`src/rtl/axi_mesh_pkg.sv`:
```
// -----------------------------------------------------------------------------
// axi_mesh_pkg
// Definitions shared by the mesh write packetizer and the home-side write
// responder: packet-kind codes, the header / AW subheader / B subheader bit
// layouts expressed as field-offset functions, and the responder FSM states.
// Header layout, LSB-first:  tag[7:0], dest_x, dest_y, src_x, src_y
// AW subheader, LSB-first:   awid, awaddr, awlen[7:0], awsize[2:0], awburst[1:0]
// B subheader, LSB-first:    bid, bresp[1:0]
// -----------------------------------------------------------------------------
package axi_mesh_pkg;

  localparam logic [2:0] TID_WRITE_REQ  = 3'd0;
  localparam logic [2:0] TID_WRITE_RESP = 3'd2;

  localparam int TAG_WIDTH       = 8;
  localparam int AXI_LEN_WIDTH   = 8;
  localparam int AXI_SIZE_WIDTH  = 3;
  localparam int AXI_RESP_WIDTH  = 2;

  // A mesh dimension of one still needs a one-bit coordinate field.
  function automatic int coord_width(input int n);
    return (n > 1) ? $clog2(n) : 1;
  endfunction

  function automatic int hdr_dest_x_lsb();
    return TAG_WIDTH;
  endfunction

  function automatic int hdr_dest_y_lsb(input int xw);
    return TAG_WIDTH + xw;
  endfunction

  function automatic int hdr_src_x_lsb(input int xw, input int yw);
    return TAG_WIDTH + xw + yw;
  endfunction

  function automatic int hdr_src_y_lsb(input int xw, input int yw);
    return TAG_WIDTH + 2 * xw + yw;
  endfunction

  function automatic int aw_addr_lsb(input int idw);
    return idw;
  endfunction

  function automatic int aw_len_lsb(input int idw, input int aw);
    return idw + aw;
  endfunction

  function automatic int aw_size_lsb(input int idw, input int aw);
    return idw + aw + AXI_LEN_WIDTH;
  endfunction

  function automatic int aw_burst_lsb(input int idw, input int aw);
    return idw + aw + AXI_LEN_WIDTH + AXI_SIZE_WIDTH;
  endfunction

  function automatic int b_sub_width(input int idw);
    return idw + AXI_RESP_WIDTH;
  endfunction

  typedef enum logic [2:0] {
    ST_HDR,
    ST_AWSUB,
    ST_AW,
    ST_WDATA,
    ST_BWAIT,
    ST_RHDR,
    ST_RSUB,
    ST_DRAIN
  } wr_state_t;

endpackage

```
`src/rtl/mesh_resp_packetizer.sv`:
```
// -----------------------------------------------------------------------------
// mesh_resp_packetizer
// Builds the two-flit B response packet sent back to the requester.
// Purely combinational: the caller keeps its inputs stable while a flit is
// offered, so the flit stays stable under backpressure.
// Ports:
//   send_hdr / send_sub   select which flit (if any) is presented
//   dest_x / dest_y       requester coordinates (destination of the response)
//   bid / bresp           captured AXI write response
//   m_resp_*              AXIS response flit outputs
// -----------------------------------------------------------------------------
module mesh_resp_packetizer
  import axi_mesh_pkg::*;
#(
  parameter int ID_W_WIDTH         = 5,
  parameter int AXIS_CHANNEL_WIDTH = 40,
  parameter int ROUTER_X           = 0,
  parameter int ROUTER_Y           = 0,
  parameter int MAX_ROUTERS_X      = 4,
  parameter int MAX_ROUTERS_Y      = 4
) (
  input  logic                                  send_hdr,
  input  logic                                  send_sub,
  input  logic [coord_width(MAX_ROUTERS_X)-1:0] dest_x,
  input  logic [coord_width(MAX_ROUTERS_Y)-1:0] dest_y,
  input  logic [ID_W_WIDTH-1:0]                 bid,
  input  logic [1:0]                            bresp,
  output logic                                  m_resp_tvalid,
  output logic                                  m_resp_tlast,
  output logic [AXIS_CHANNEL_WIDTH-1:0]         m_resp_tdata,
  output logic [2:0]                            m_resp_tid
);

  localparam int XW       = coord_width(MAX_ROUTERS_X);
  localparam int YW       = coord_width(MAX_ROUTERS_Y);
  localparam int DX_LSB   = hdr_dest_x_lsb();
  localparam int DY_LSB   = hdr_dest_y_lsb(XW);
  localparam int SX_LSB   = hdr_src_x_lsb(XW, YW);
  localparam int SY_LSB   = hdr_src_y_lsb(XW, YW);
  localparam int BSUB_W   = b_sub_width(ID_W_WIDTH);

  localparam logic [XW-1:0] OWN_X = XW'(ROUTER_X);
  localparam logic [YW-1:0] OWN_Y = YW'(ROUTER_Y);

  // Tag field and all unused high bits stay zero in both flits.
  always_comb begin
    m_resp_tvalid = 1'b0;
    m_resp_tlast  = 1'b0;
    m_resp_tid    = '0;
    m_resp_tdata  = '0;
    if (send_hdr) begin
      m_resp_tvalid                 = 1'b1;
      m_resp_tid                    = TID_WRITE_RESP;
      m_resp_tdata[DX_LSB +: XW]    = dest_x;
      m_resp_tdata[DY_LSB +: YW]    = dest_y;
      m_resp_tdata[SX_LSB +: XW]    = OWN_X;
      m_resp_tdata[SY_LSB +: YW]    = OWN_Y;
    end else if (send_sub) begin
      m_resp_tvalid                 = 1'b1;
      m_resp_tlast                  = 1'b1;
      m_resp_tid                    = TID_WRITE_RESP;
      m_resp_tdata[BSUB_W-1:0]      = {bresp, bid};
    end
  end

endmodule

```
`src/rtl/axis2axi_write_responder.sv`:
```
// -----------------------------------------------------------------------------
// axis2axi_write_responder
// Home-side receiver for mesh write-request packets. Decodes the routing
// header and AW subheader, replays the write on an AXI4 master (AW, then W
// beats streamed straight from the request flits), captures B and returns a
// B response packet to the requester. One transaction in flight at a time.
// Ports:
//   clk, rst            clock, synchronous active-high reset
//   s_req_*             AXIS request flits from the router HOME_REQ output
//   m_axi_aw*/w*/b*     AXI4 write master
//   m_resp_*            AXIS response flits to the HOME_RESP injection port
// -----------------------------------------------------------------------------
module axis2axi_write_responder
  import axi_mesh_pkg::*;
#(
  parameter int ADDR_WIDTH         = 16,
  parameter int DATA_WIDTH         = 8,
  parameter int ID_W_WIDTH         = 5,
  parameter int AXIS_CHANNEL_WIDTH = 40,
  parameter int ROUTER_X           = 0,
  parameter int ROUTER_Y           = 0,
  parameter int MAX_ROUTERS_X      = 4,
  parameter int MAX_ROUTERS_Y      = 4
) (
  input  logic                          clk,
  input  logic                          rst,
  input  logic                          s_req_tvalid,
  output logic                          s_req_tready,
  input  logic                          s_req_tlast,
  input  logic [AXIS_CHANNEL_WIDTH-1:0] s_req_tdata,
  input  logic [2:0]                    s_req_tid,
  output logic                          m_axi_awvalid,
  input  logic                          m_axi_awready,
  output logic [ID_W_WIDTH-1:0]         m_axi_awid,
  output logic [ADDR_WIDTH-1:0]         m_axi_awaddr,
  output logic [7:0]                    m_axi_awlen,
  output logic [2:0]                    m_axi_awsize,
  output logic [1:0]                    m_axi_awburst,
  output logic                          m_axi_wvalid,
  input  logic                          m_axi_wready,
  output logic                          m_axi_wlast,
  output logic [DATA_WIDTH-1:0]         m_axi_wdata,
  input  logic                          m_axi_bvalid,
  output logic                          m_axi_bready,
  input  logic [ID_W_WIDTH-1:0]         m_axi_bid,
  input  logic [1:0]                    m_axi_bresp,
  output logic                          m_resp_tvalid,
  input  logic                          m_resp_tready,
  output logic                          m_resp_tlast,
  output logic [AXIS_CHANNEL_WIDTH-1:0] m_resp_tdata,
  output logic [2:0]                    m_resp_tid
);

  localparam int XW        = coord_width(MAX_ROUTERS_X);
  localparam int YW        = coord_width(MAX_ROUTERS_Y);
  localparam int DX_LSB    = hdr_dest_x_lsb();
  localparam int DY_LSB    = hdr_dest_y_lsb(XW);
  localparam int SX_LSB    = hdr_src_x_lsb(XW, YW);
  localparam int SY_LSB    = hdr_src_y_lsb(XW, YW);
  localparam int ADDR_LSB  = aw_addr_lsb(ID_W_WIDTH);
  localparam int LEN_LSB   = aw_len_lsb(ID_W_WIDTH, ADDR_WIDTH);
  localparam int SIZE_LSB  = aw_size_lsb(ID_W_WIDTH, ADDR_WIDTH);
  localparam int BURST_LSB = aw_burst_lsb(ID_W_WIDTH, ADDR_WIDTH);

  localparam logic [XW-1:0] OWN_X = XW'(ROUTER_X);
  localparam logic [YW-1:0] OWN_Y = YW'(ROUTER_Y);

  wr_state_t state, state_next;

  logic [XW-1:0]         src_x_q;
  logic [YW-1:0]         src_y_q;
  logic [ID_W_WIDTH-1:0] awid_q;
  logic [ADDR_WIDTH-1:0] awaddr_q;
  logic [7:0]            awlen_q;
  logic [2:0]            awsize_q;
  logic [1:0]            awburst_q;
  logic [7:0]            beat_cnt;
  logic [ID_W_WIDTH-1:0] bid_q;
  logic [1:0]            bresp_q;

  logic hdr_accept;
  logic send_hdr;
  logic send_sub;
  logic unused_tdata;

  // Different flits use different slices of tdata; the rest is don't-care.
  assign unused_tdata = ^s_req_tdata;

  // A header is only taken as a transaction if it is a write request for this
  // node and more flits follow; everything else is drained.
  assign hdr_accept = (s_req_tid == TID_WRITE_REQ)
                   && (s_req_tdata[DX_LSB +: XW] == OWN_X)
                   && (s_req_tdata[DY_LSB +: YW] == OWN_Y)
                   && !s_req_tlast;

  assign m_axi_awid    = awid_q;
  assign m_axi_awaddr  = awaddr_q;
  assign m_axi_awlen   = awlen_q;
  assign m_axi_awsize  = awsize_q;
  assign m_axi_awburst = awburst_q;
  assign m_axi_wdata   = s_req_tdata[DATA_WIDTH-1:0];

  always_ff @(posedge clk) begin
    if (rst) begin
      state <= ST_HDR;
    end else begin
      state <= state_next;
    end
  end

  // In WDATA the request stream is wired straight onto the W channel, so a
  // handshake on one side is a handshake on the other. The beat count comes
  // from awlen alone; the request tlast is not trusted on data flits.
  always_comb begin
    state_next    = state;
    s_req_tready  = 1'b0;
    m_axi_awvalid = 1'b0;
    m_axi_wvalid  = 1'b0;
    m_axi_wlast   = 1'b0;
    m_axi_bready  = 1'b0;
    send_hdr      = 1'b0;
    send_sub      = 1'b0;
    case (state)
      ST_HDR: begin
        s_req_tready = 1'b1;
        if (s_req_tvalid) begin
          if (hdr_accept) begin
            state_next = ST_AWSUB;
          end else if (!s_req_tlast) begin
            state_next = ST_DRAIN;
          end
        end
      end
      ST_AWSUB: begin
        s_req_tready = 1'b1;
        if (s_req_tvalid) begin
          state_next = s_req_tlast ? ST_HDR : ST_AW;
        end
      end
      ST_AW: begin
        m_axi_awvalid = 1'b1;
        if (m_axi_awready) begin
          state_next = ST_WDATA;
        end
      end
      ST_WDATA: begin
        m_axi_wvalid = s_req_tvalid;
        s_req_tready = m_axi_wready;
        m_axi_wlast  = (beat_cnt == awlen_q);
        if (s_req_tvalid && m_axi_wready && (beat_cnt == awlen_q)) begin
          state_next = ST_BWAIT;
        end
      end
      ST_BWAIT: begin
        m_axi_bready = 1'b1;
        if (m_axi_bvalid) begin
          state_next = ST_RHDR;
        end
      end
      ST_RHDR: begin
        send_hdr = 1'b1;
        if (m_resp_tready) begin
          state_next = ST_RSUB;
        end
      end
      ST_RSUB: begin
        send_sub = 1'b1;
        if (m_resp_tready) begin
          state_next = ST_HDR;
        end
      end
      ST_DRAIN: begin
        s_req_tready = 1'b1;
        if (s_req_tvalid && s_req_tlast) begin
          state_next = ST_HDR;
        end
      end
      default: begin
        state_next = ST_HDR;
      end
    endcase
    if (rst) begin
      s_req_tready = 1'b0;
    end
  end

  // Transaction context captured along the way; held untouched while the
  // AW request and response flits are offered so they cannot change under
  // backpressure.
  always_ff @(posedge clk) begin
    if (rst) begin
      src_x_q   <= '0;
      src_y_q   <= '0;
      awid_q    <= '0;
      awaddr_q  <= '0;
      awlen_q   <= '0;
      awsize_q  <= '0;
      awburst_q <= '0;
      beat_cnt  <= '0;
      bid_q     <= '0;
      bresp_q   <= '0;
    end else begin
      case (state)
        ST_HDR: begin
          if (s_req_tvalid && hdr_accept) begin
            src_x_q <= s_req_tdata[SX_LSB +: XW];
            src_y_q <= s_req_tdata[SY_LSB +: YW];
          end
        end
        ST_AWSUB: begin
          if (s_req_tvalid) begin
            awid_q    <= s_req_tdata[0 +: ID_W_WIDTH];
            awaddr_q  <= s_req_tdata[ADDR_LSB +: ADDR_WIDTH];
            awlen_q   <= s_req_tdata[LEN_LSB +: 8];
            awsize_q  <= s_req_tdata[SIZE_LSB +: 3];
            awburst_q <= s_req_tdata[BURST_LSB +: 2];
            beat_cnt  <= '0;
          end
        end
        ST_WDATA: begin
          if (s_req_tvalid && m_axi_wready) begin
            beat_cnt <= beat_cnt + 8'd1;
          end
        end
        ST_BWAIT: begin
          if (m_axi_bvalid) begin
            bid_q   <= m_axi_bid;
            bresp_q <= m_axi_bresp;
          end
        end
        default: begin
        end
      endcase
    end
  end

  mesh_resp_packetizer #(
    .ID_W_WIDTH         (ID_W_WIDTH),
    .AXIS_CHANNEL_WIDTH (AXIS_CHANNEL_WIDTH),
    .ROUTER_X           (ROUTER_X),
    .ROUTER_Y           (ROUTER_Y),
    .MAX_ROUTERS_X      (MAX_ROUTERS_X),
    .MAX_ROUTERS_Y      (MAX_ROUTERS_Y)
  ) u_resp_packetizer (
    .send_hdr      (send_hdr),
    .send_sub      (send_sub),
    .dest_x        (src_x_q),
    .dest_y        (src_y_q),
    .bid           (bid_q),
    .bresp         (bresp_q),
    .m_resp_tvalid (m_resp_tvalid),
    .m_resp_tlast  (m_resp_tlast),
    .m_resp_tdata  (m_resp_tdata),
    .m_resp_tid    (m_resp_tid)
  );

endmodule
```
`config.mk`:
```
export PLATFORM = sky130hd
export DESIGN_NAME = axis2axi_write_responder
export DESIGN_NICKNAME = d
export VERILOG_FILES = /design/src/rtl/axi_mesh_pkg.sv /design/src/rtl/mesh_resp_packetizer.sv /design/src/rtl/axis2axi_write_responder.sv
export SDC_FILE = /design/constraint.sdc
export NUM_CORES = 1
export LEC_CHECK = 0
export BUFFER_PORTS_ARGS = -buffer_cell sky130_fd_sc_hd__buf_2
export CORE_MARGIN = 5
export CORE_UTILIZATION = 45
export CTS_CLUSTER_DIAMETER = 30
export DETAILED_ROUTE_END_ITERATION = 7
export GPL_TIMING_DRIVEN = 1
export PLACE_DENSITY = 0.81
export REMOVE_ABC_BUFFERS = 1
export SLEW_MARGIN = 10
export SYNTH_ARGS = -nofsm -noshare
export SYNTH_HDL_FRONTEND = slang
export SYNTH_SLANG_ARGS = --single-unit
```
`constraint.sdc`:
```
create_clock -name clk -period 1.81 [get_ports clk]
set_input_delay 0.4525 -clock clk [delete_from_list [all_inputs] [get_ports clk]]
set_output_delay 0.4525 -clock clk [all_outputs]
set_load 0.01 [all_outputs]
```
# Yosys cells after proc, flatten, opt, wreduce, memory -nomap -nowiden
# Index checks and enable logic that the tools add are counted.
[op_classes]
addsub = 1
mul = 0
div = 0
n_lt_le_gt_ge = 0
eq_ne = 18
n_shift = 0
n_mux = 31
n_bitwise = 0
n_reduce_logical = 19
[ops]
columns = ["operator", "count"]
rows = [
  ["3-bit 2-to-1 mux", 11],
  ["3-bit case mux with 8 select lines", 1],
  ["2-bit inequality test, second input constant", 9],
  ["8-bit 2-to-1 mux", 2],
  ["8-bit case mux with 2 select lines", 1],
  ["7-bit 2-to-1 mux", 2],
  ["3-bit == test, second input constant", 4],
  ["1-bit 2-to-1 mux", 10],
  ["9-bit AND reduction", 1],
  ["8-bit by 1-bit adder with 8-bit output, second input constant", 1],
  ["8-bit == test", 1],
  ["1-bit logical AND", 7],
  ["3-bit by 2-bit == test with 1-bit output, second input constant", 2],
  ["3-bit logical NOT", 2],
  ["2-bit AND reduction", 3],
  ["2-bit logical NOT", 2],
  ["2-bit 2-to-1 mux", 2],
  ["4-bit 2-to-1 mux", 1],
  ["3-bit by 1-bit == test with 1-bit output, second input constant", 1],
  ["3-bit inequality test, second input constant", 1],
  ["3-bit AND reduction", 1],
  ["3-bit OR reduction", 1],
  ["1-bit case mux with 2 select lines", 1],
  ["2-bit nonzero test", 1],
  ["1-bit logical NOT", 1],
]
[totals]
register_bits = 56
latchBits = 0
ramBits = 0
rom_bits = 0
in_bits = 58
output_inout_bits = 92
elab_cells = 80
n_memories = 0

# Depth between registers and ports, before layout
[logic_depth]
word_depth = 7
ltp_mapped = 7
ltp_nobuf = 5

# By module
# A second synthesis with hierarchy kept.
[unflattened]
hier_cells = 346
hier_area_um2 = 2800.2
[by_module_without_submodules]
columns = ["module", "instances", "cells_per_inst", "area_each_um2", "seq_area_each_um2"]
rows = [
  ["axis2axi_write_responder", 1, 299, 2446.1, 1121.1],
  ["mesh_resp_packetizer", 1, 47, 354.1, 0.0],
]

# Least setup slack after synthesis
# OpenSTA, ideal clock, no wires.
[synth_path]
path_type = "reg-to-output"
from = "reg state[1]"
to = "out m_resp_tdata[0]"
t_arrival_ps = 1550
required_ps = 1357
path_slack_ps = -192
path_stages_with_launch = 5
path_buffers = 2
path_cell_list = "dfxtp_1 buf_2 buf_2 nor3b_1 and2_1"
[synth_via]
elab_chain_cells = 4
word_cells_on_any_way = 6
classes_between = "2 x eq/ne; 4 x mux"
[synth_lines]
columns = ["item", "line_no", "source"]
rows = [
  ["start: declaration", "axis2axi_write_responder.sv:68", "wr_state_t state, state_next;"],
  ["start signal: assignment", "axis2axi_write_responder.sv:107", "state <= state_next;"],
  ["3-bit == test", "axis2axi_write_responder.sv:123", "case (state)"],
  ["1-bit 2-to-1 mux", "axis2axi_write_responder.sv:123", ""],
  ["7-bit 2-to-1 mux", "mesh_resp_packetizer.sv:58", "end else if (send_sub) begin"],
  ["7-bit 2-to-1 mux *", "mesh_resp_packetizer.sv:51", "if (send_hdr) begin"],
  ["end: declaration", "axis2axi_write_responder.sv:50", "output logic [AXIS_CHANNEL_WIDTH-1:0] m_resp_tdata,"],
]
# Mark *: on every way between the ends. The rest lies on a longest branch, timed or not.

# Worst setup path in the final report
[layout_path]
from = "reg beat_cnt[7]"
to = "out m_axi_wlast"
[layout_via]
elab_chain_cells = 2
[layout_lines]
columns = ["item", "line_no", "source"]
rows = [
  ["start: declaration", "axis2axi_write_responder.sv:77", "logic [7:0] beat_cnt;"],
  ["start signal: assignment", "axis2axi_write_responder.sv:222", "beat_cnt <= beat_cnt + 8'd1;"],
  ["8-bit == test", "axis2axi_write_responder.sv:149", "m_axi_wlast = (beat_cnt == awlen_q);"],
  ["1-bit 2-to-1 mux", "axis2axi_write_responder.sv:123", ""],
  ["end: declaration", "axis2axi_write_responder.sv:41", "output logic m_axi_wlast,"],
]
# Every way passes these cells.

==> flow_summary.yaml <==
synthesis:
  yosys-top-cells-area: "dfxtp_1, buf_4, nand2_1"
  synth_cells: 343
  synth_commonest_cells: "nand2_1, dfxtp_1, buf_4"
  synth_edf_count: 0
  synth_seq_cells: 56
  ys_types: 39
  yosysMostFrequentCell: "nand2_1"
  synth.largest_area_cell: "dfxtp_1"
  synth_area_per_cell_um2: 7.99
  synth_top_area_share_pct: 40.9
  async_reset_ff_share_pct: 0
  syn-cell-area_um2: 2740
  synth_ff_type: "dfxtp_1"
  ys_seq_area_share_pct: 40.9
  yosys_warnings: 0
floorplanning:
  io-pin-count: 150
  fp.dieArea_um2: 7750
  die_x_um: 88.0
  initial_core_util_pct: 46.3
  rows: 28
  coreArea_um2: 5920
  fp.dieH_um: 88.0
detailed_routing:
  dr_wl_met3_um: 623
  dr.pass1.iters: 4
  wirelength_met1_um: 2900
  ant_nets: 0
  wl_met2_um: 3640
  drt-initial-drc-count: 87
  via_per_inst: 4.81
  avgRoutedWirePerCell_um: 13.3
  finalWirelength_um: 7250
  drc_errors: 0
  top_layer: "met4"
  num_vias: 2619
power:
  leakage_nw: 1.78
  peakVddDrop_mv: 0.757
  p_per_area_nw_per_um2: 1070
worst_setup_path:
  cp-end-kind: "primary output"
  required_ns: 1.36
  startpoint: "beat_cnt[7]"
  cp.arrival_ns: 1.54
  critPathLaunchType: "register"
  r2r_slack_ns: 0.04
  r2r-end: "state[2]"
  criticalPathCategory: "reg2out"
  reg2reg_from: "state[0]"
  rr_worst_depth: 8
  worst-path-max-fanout: 2
place:
  dp_slack_ns: -0.130
  place.port_buffers: 112
  dpl.hpwl_um: 5110
  place.gp.congestion: 0.816
clock_tree:
  clkSinkCount: 56
  cts_tree: "built"
  cts_buffers: 5
  worstSkewPairLatency_ns: 0.31
  h-tree-depth: 2
  clk_pin_slew_ns: 0.10
  clockBufferDepth: 2
  cts-root-buf: "clkbuf_8"
finish:
  fin_util_pct: 61.9
  finalNetCount: 527
  fillCellCount: 501
  diodes: 0
  syn2layout_area_growth_pct: 33.8
  drive_gt1_share_pct: 40.1
global_route:
  overflow: 0
  track_usage_pct: 17.6
  grt_pass1_vias: 2443
  grt_pass1_wl_um: 11000
  grt_antenna_before_repair: 0
  grt_max_degree: 57
flow_run:
  cap_violations: 0
sta:
  maxSlewHeadroom_pct: 60.7
  setup_viol: 8
  timing.fmax_mhz: 502
  setup_ws_ns: -0.182
  period_share_pct: 110
  hold_violations: 0
  rsz0062_at_grt: "yes"
  min_period_ns: 1.99
  worst_pin_slew_ns: 0.589
  fin_skew_ns: 0.0113
  drv_slew: 0
status:
  violations: "negative setup slack"
  outcome: "complete, but fails checks"
worst_hold_path:
  hp-start: "s_req_tdata[16]"
  hold_path_depth: 3
  worstHoldEndpoint: "m_axi_awaddr[11]"
  hold_path_class: "in2reg"
[routing by layer]
| metal | up-vias | GRT usage [%] |
|---|---|---|
| met3 | 10 | 4.99 |
| li1 | 1311 | - |
| met1 | 1195 | 21.6 |
| met5 | - | 0 |
| met2 | 103 | 30.5 |
| met4 | 0 | 4.26 |
[worst max path at each step]
stage / to / slack (ns) / cells after the start
detailed placement: src_y_q[1] / -0.13 / 6
finish: m_axi_wlast / -0.18 / 6
floorplan: m_axi_awaddr[0] / -1.30 / 4
CTS: m_axi_wlast / -0.22 / 6
global route: m_axi_wlast / -0.28 / 6
global placement: src_y_q[0] / -0.10 / 6
[cell families (layout without fill, tap and decap cells)]
family / count (synthesis) / in the layout / synth area share [%]
DFF: 56 / 56 / 40.9
other: 1 / 31 / 0.137
and+or+nand+nor: 146 / 146 / 24.0
buffers and inverters: 64 / 160 / 14.7
muxes: 12 / 12 / 4.84
adders and majority gates: 1 / 1 / 0.457
AOI/OAI and AO/OA: 49 / 49 / 10.5
xor gates and xnor gates: 14 / 14 / 4.47
[flip-flops by register name, summed over array words and instances (netlist names)]
signal	flops
beat_cnt	8
bid_q	5
bresp_q	2
m_axi_awaddr	16
m_axi_awburst	2
m_axi_awid	5
m_axi_awlen	8
m_axi_awsize	3
src_x_q	2
src_y_q	2
state	3
[stage by stage]
step	TNS (ns)	hold WS (ns)	power (W)	cells	cell area, µm²
2_1_floorplan	-51.90	0.452	0.00223	313	2470
6_report	-0.253	0.370	0.00391	544	3670
4_1_cts	-0.225	0.361	0.00372	541	3530
3_5_place_dp	-0.569	0.443	0.00284	524	3320
3_3_place_gp	-0.461	0.439	0.00280	524	3320
5_1_grt	-1.08	0.357	0.00416	544	3670
[cell type report]
cell class / instances / area [µm²] / share of cell area (%)
Tap cell: 75 / 93.8 / 2.56
Clock buffer: 6 / 72.6 / 1.98
Multi-Input combinational cell: 253 / 1420 / 38.7
Inverter: 4 / 15.0 / 0.410
Sequential cell: 56 / 1140 / 31.0
Timing Repair Buffer: 148 / 913 / 24.9
Clock inverter: 2 / 13.8 / 0.375
[worst max-delay path, stage by stage, from the launching register on]
cell     delay [ns]
dfxtp_2        0.34
xor2_1         0.16
nor4_2         0.30
buf_4          0.18
nand2_4        0.04
nor2_1         0.08
buf_2          0.14
[report_power, final]
part	total (W)	switching, W	internal [W]	leakage [nW]
Sequential	0.00148	0.000103	0.00138	0.458
Clock	0.000681	0.000404	0.000277	0.0456
Combinational	0.00175	0.000923	0.000823	1.27
[placed cells by master (no fill, tap or decap), types with 3 or more instances in the layout]
| cell | synthesis | routed |
|---|---|---|
| xor2_1 | 11 | 10 |
| nand2_1 | 75 | 74 |
| nor3_1 | 14 | 12 |
| a21oi_1 | 37 | 37 |
| and3_1 | 4 | 4 |
| buf_4 | 41 | 28 |
| buf_6 | 0 | 14 |
| nor2_1 | 25 | 24 |
| dfxtp_1 | 56 | 47 |
| conb_1 | 1 | 31 |
| dfxtp_2 | 0 | 7 |
| xnor2_1 | 3 | 3 |
| clkbuf_8 | 0 | 5 |
| buf_2 | 6 | 105 |
| inv_1 | 4 | 3 |
| mux2i_1 | 11 | 11 |
| and2_4 | 0 | 7 |
| nand3_1 | 4 | 4 |
[what timing repair did]
item,in CTS,in global routing
endpoints found under the hold margin,0,0
hold buffers,0,0
buffers inserted,9,3
resized for setup,21,27
pin swaps,4,15
endpoints found under the setup margin,17,19
Note: power is estimated with default switching activity, not from simulation.
